===== config.mk =====
export PLATFORM = sky130hd
export DESIGN_NAME = johnson_ring_counter_flat
export DESIGN_NICKNAME = d
export VERILOG_FILES = /design/src/rtl/johnson_ring_counter_if.sv /design/src/rtl/johnson_ring_counter.sv /design/src/flat_wrapper.sv
export SDC_FILE = /design/constraint.sdc
export NUM_CORES = 1
export LEC_CHECK = 0
export CAP_MARGIN = 20
export CORE_AREA = 2 2 39 41
export CTS_CLUSTER_DIAMETER = 40
export DETAILED_ROUTE_END_ITERATION = 6
export DIE_AREA = 0 0 41 43
export GPL_TIMING_DRIVEN = 0
export SETUP_SLACK_MARGIN = 0.3
export SYNTH_ARGS = -nofsm -noshare
export SYNTH_HDL_FRONTEND = slang
export SYNTH_SLANG_ARGS = --single-unit

===== constraint.sdc =====
create_clock -name clk -period 1.23 [get_ports clk]
set_input_delay 0.246 -clock clk [delete_from_list [all_inputs] [get_ports clk]]
set_output_delay 0.246 -clock clk [all_outputs]
set_load 0.1 [all_outputs]

===== src/rtl/johnson_ring_counter_if.sv =====
// Control/status bundle for johnson_ring_counter: step controls in, state and decode out.
interface johnson_ring_counter_if #(
    parameter int WIDTH = 4,
    localparam int PW   = $clog2(2 * WIDTH)
);
    logic             en;
    logic             dir;
    logic             load;
    logic [WIDTH-1:0] load_val;
    logic [WIDTH-1:0] q;
    logic [PW-1:0]    phase;
    logic             tc;
    logic             err;

    modport master (
        output en, dir, load, load_val,
        input  q, phase, tc, err
    );

    modport slave (
        input  en, dir, load, load_val,
        output q, phase, tc, err
    );
endinterface


===== src/rtl/johnson_ring_counter.sv =====
// Parametrised Johnson / one-hot ring counter with phase decode and terminal-count pulse.
// Optional illegal-state recovery and err flag enabled by `define JOHNSON_RING_SELF_CORRECT_EN.
module johnson_ring_counter #(
    parameter int  WIDTH = 4,
    parameter int  MODE  = 0,
    localparam int PW    = $clog2(2 * WIDTH)
) (
    input  logic                    clk,
    input  logic                    reset,
    johnson_ring_counter_if.slave   bus
);
    localparam int               NSTATES = (MODE == 1) ? WIDTH : 2 * WIDTH;
    localparam int               LAST    = NSTATES - 1;
    localparam logic [WIDTH-1:0] RST_VAL = (MODE == 1) ? WIDTH'(1) : '0;

    logic [WIDTH-1:0] q_r;
    logic [WIDTH-1:0] step;
    logic [PW-1:0]    phase;
    logic             legal;

    function automatic logic [WIDTH-1:0] lsb_ones(input int k);
        logic [WIDTH-1:0] r;
        for (int i = 0; i < WIDTH; i++) r[i] = (i < k);
        return r;
    endfunction

    // Decode: legal states map to their position in the up sequence, anything else reads as 0.
    always_comb begin
        legal = 1'b0;
        phase = '0;
        if (MODE == 0) begin
            for (int k = 0; k <= WIDTH; k++) begin
                if (q_r == lsb_ones(k)) begin
                    legal = 1'b1;
                    phase = PW'(k);
                end
            end
            for (int j = 1; j < WIDTH; j++) begin
                if (q_r == ~lsb_ones(j)) begin
                    legal = 1'b1;
                    phase = PW'(WIDTH + j);
                end
            end
        end else begin
            for (int i = 0; i < WIDTH; i++) begin
                if (q_r == (WIDTH'(1) << i)) begin
                    legal = 1'b1;
                    phase = PW'(i);
                end
            end
        end
    end

    always_comb begin
        step = q_r;
        if (MODE == 0)
            step = bus.dir ? {~q_r[0], q_r[WIDTH-1:1]} : {q_r[WIDTH-2:0], ~q_r[WIDTH-1]};
        else
            step = bus.dir ? {q_r[0], q_r[WIDTH-1:1]} : {q_r[WIDTH-2:0], q_r[WIDTH-1]};
    end

    always_ff @(posedge clk) begin
        if (reset)
            q_r <= RST_VAL;
        else if (bus.load)
            q_r <= bus.load_val;
`ifdef JOHNSON_RING_SELF_CORRECT_EN
        else if (!legal)
            q_r <= RST_VAL;
`endif
        else if (bus.en)
            q_r <= step;
    end

    assign bus.q     = q_r;
    assign bus.phase = phase;
    assign bus.tc    = bus.en & ~bus.load & legal &
                       ((~bus.dir & (phase == PW'(LAST))) | (bus.dir & (phase == '0)));

`ifdef JOHNSON_RING_SELF_CORRECT_EN
    assign bus.err = ~legal;
`else
    assign bus.err = 1'b0;
`endif
endmodule


===== src/flat_wrapper.sv =====
// flat-port wrapper written by rule: the top's interface ports become plain ports
module johnson_ring_counter_flat 
#(
    parameter int  WIDTH = 4,
    parameter int  MODE  = 0,
    localparam int PW    = $clog2(2 * WIDTH)
)
  (clk, reset, bus_en, bus_dir, bus_load, bus_load_val, bus_q, bus_phase, bus_tc, bus_err);
  johnson_ring_counter_if #(.WIDTH(WIDTH)) bus_i ();
  input  logic clk;
  input  logic reset;
  input wire logic [$bits(bus_i.en)-1:0] bus_en;
  input wire logic [$bits(bus_i.dir)-1:0] bus_dir;
  input wire logic [$bits(bus_i.load)-1:0] bus_load;
  input wire logic [$bits(bus_i.load_val)-1:0] bus_load_val;
  output wire logic [$bits(bus_i.q)-1:0] bus_q;
  output wire logic [$bits(bus_i.phase)-1:0] bus_phase;
  output wire logic [$bits(bus_i.tc)-1:0] bus_tc;
  output wire logic [$bits(bus_i.err)-1:0] bus_err;
  assign bus_i.en = bus_en;
  assign bus_i.dir = bus_dir;
  assign bus_i.load = bus_load;
  assign bus_i.load_val = bus_load_val;
  assign bus_q = bus_i.q;
  assign bus_phase = bus_i.phase;
  assign bus_tc = bus_i.tc;
  assign bus_err = bus_i.err;
  johnson_ring_counter #(.WIDTH(WIDTH), .MODE(MODE)) u_core (.clk(clk), .reset(reset), .bus(bus_i));
endmodule

==> summary.txt <==
Outcome
  – Status: finished with violations
  – Failing checks: setup timing

Drt
  – Vias per std cell: 4.46
  – First-pass iteration count of the detailed router: 2
  – Antenna viol nets, final: 0
  – Drt total wl: 856 um
  – DR iter-0 viols: 1
  – DRC errors left: 0
  – WL per Instance: 10.7 um
  – DR vias: 357

Job
  – Max cap viols: 0

Timing
  – Setup slack after layout: -0.190 ns
  – Max Clock Freq: 704 MHz
  – Setup tns final: -0.718 ns
  – Count of final setup violators: 4
  – Tcrit/Tclk final: 1.15
  – RSZ-0062 raised after global routing: yes
  – Final critical-path required period: 1.42 ns
  – Clock tree skew after final layout: 0.00239 ns
  – Slew Limit Fails: 0
  – Final Hold Violating Endpoints: 0

Yosys
  – Register area share after synthesis: 0.239
  – Post-synthesis cell count: 44
  – Async set-reset flop share out of synthesis: 0
  – Synth cell types: 16
  – Avg Cell Area, Syn: 7.62 um^2
  – Synth area leaders: dfxtp_1 (24%), buf_6 (10%), a21oi_1 (9.0%)
  – YS warnings: 0
  – Post-Syn Area: 335 um^2
  – Count leader, synth: nor2_1
  – Main flop type after synthesis: dfxtp_1
  – Post-Syn Nets: 53
  – Top-area cell type share of the netlist area: 0.239
  – Synth cell count leaders: nor2_1 (7), a21oi_1 (6), nand2_1 (5)
  – EDFF count, synth: 0
  – #FFs+latches synth: 4
  – Synth area leader: dfxtp_1

Cells and area
  – Diode count: 0
  – Layout net count: 75
  – Post-layout util: 0.527
  – Ratio of cells with drive above 1 in the final layout: 0.563
  – P&R area growth vs syn: 118%
  – Max FFs per register: 4

Clocking
  – CTS Buffer Depth: 2
  – TritonCTS Sinks: 4
  – Worst-Skew Late Latency: 0.23 ns
  – CTS Buf Count: 3
  – Clock root cell: clkbuf_4
  – TritonCTS clock tree: yes
  – H-tree depth: 1
  – Clock transition at path regs: 0.03 ns

Worst setup path
  – Worst r2r path cells: 5
  – FF-to-FF setup slack: 0.09 ns
  – RR Startpoint: u_core.bus.q[1]
  – CP Capture Point: bus_tc
  – Critical path arrival: 1.17 ns
  – CP Data Required Time: 0.98 ns
  – R2R Path End: u_core.bus.q[0]
  – Startpoint Class: flop
  – Worst-path maximum fanout: 5
  – CP Launch Point: u_core.bus.q[1]
  – Critical Path End Type: output pin
  – Crit Path Category: flop to output pin

Global route
  – Pin count of the biggest net entering global routing: 10
  – Total gr overflow: 0
  – Tot GR Track Use: 0.114
  – Initial antenna violation count: 0
  – Vias in the first global route: 323
  – First-pass GRT wire length: 1340 um

Floorplan
  – Die Y-Extent: 43 um
  – Rows: 14
  – I/O Pins: 18
  – Full die area: 1760 um^2
  – Die W: 41 um
  – Core ar.: 1380 um^2
  – Initial Util: 0.242

Power
  – Max IR drop VDD: 0.412 mV
  – Part of the power in the clock network: 0.218
  – Internal power: 417 uW
  – Total power: 727 uW
  – Comb power frac: 0.562
  – Pwr Density: 997 nW/um^2
  – Seq pwr share: 0.220
  – Leakage: 0.288 nW
  – Switching power: 310 uW
  – Net Sw Frac: 0.426

Placed design
  – Final HPWL DP: 576 um
  – Setup WS pre-CTS: -0.941 ns
  – IO buf count: 13
  – GPL Wtd Cong: 0.611

Hold path
  – Hold Crit Class: input port to flop
==> metal layers <==
| layer | GRT usage | share of wire |
|---|---|---|
| met4 | 0.100 | 0.016 |
| met5 | 0 | 0 |
| met3 | 0.0157 | 0.054 |
| met1 | 0.128 | 0.38 |
| met2 | 0.175 | 0.55 |
==> cells in the final DEF (no fill, tap or decap), drive strengths merged <==
master and n:
nand2 5, a21oi 6, a211o 2, buf 17, nand2b 4, xnor2 1
nand3 1, or2 1, a311o 2, conb 1, nor2b 1, mux2i 3
nor2 7, clkbuf 3, xor2 1, clkdlybuf4s50 5, dfxtp 4
==> worst min path at each step <==
stage	depth (start not counted)	start	end	slack, ns
detailed placement	3	bus_load	u_core.bus.q[0]	0.52
global placement	3	bus_load	u_core.bus.q[0]	0.51
global route	3	bus_load	u_core.bus.q[0]	0.30
CTS	3	bus_load	u_core.bus.q[1]	0.27
finish	3	bus_load	u_core.bus.q[0]	0.28
floorplan	1	reset	u_core.bus.q[0]	0.31
==> power groups by stage <==
stage               registers, mW  logic, mW  clock network (mW)
floorplan                   0.219      0.195                   0
global placement            0.156      0.323                   0
detailed placement          0.156      0.325                   0
CTS                         0.160      0.372               0.169
global route                0.162      0.427               0.171
finish                      0.160      0.409               0.158
==> metrics by stage <==
step	hold WS, ns	std cells	instance area, um^2
floorplan	0.305	44	397
global placement	0.512	73	547
detailed placement	0.517	73	547
CTS	0.274	77	653
global route	0.295	80	729
finish	0.280	80	729
==> kinds of logic after synthesis <==
| family | after synthesis | synth area share |
|---|---|---|
| buffers and inverters | 5 | 0.146 |
| AND/OR/NAND/NOR | 19 | 0.261 |
| flip-flops | 4 | 0.239 |
| XOR/XNOR | 2 | 0.0522 |
| other | 1 | 0.0112 |
| multiplexers | 3 | 0.0896 |
| AO/OA/AOI/OAI | 10 | 0.202 |
==> worst max-delay path, cell delays in order, from the launching register on <==
cell and delay [ns]:
dfxtp_4 0.34, buf_8 0.13, nor2_4 0.10, nand3_2 0.09, nor2_4 0.11, buf_12 0.18
==> timing repair <==
item	CTS	global route
setup endpoints to repair	12	12
resized for setup	70	16
pin swaps	2	3
hold buffers	0	0
buffers inserted	1	3
==> final cells by class <==
type / instances / area [um^2]
plain buffers: 5 / 52.6
clock buffers: 3 / 22.5
fillers: 129 / 654
multi-input cells: 35 / 292
flip-flops and latches: 4 / 95.1
well taps: 16 / 20.0
repair buffers: 17 / 248
Note: power is estimated with default switching activity, not from simulation.
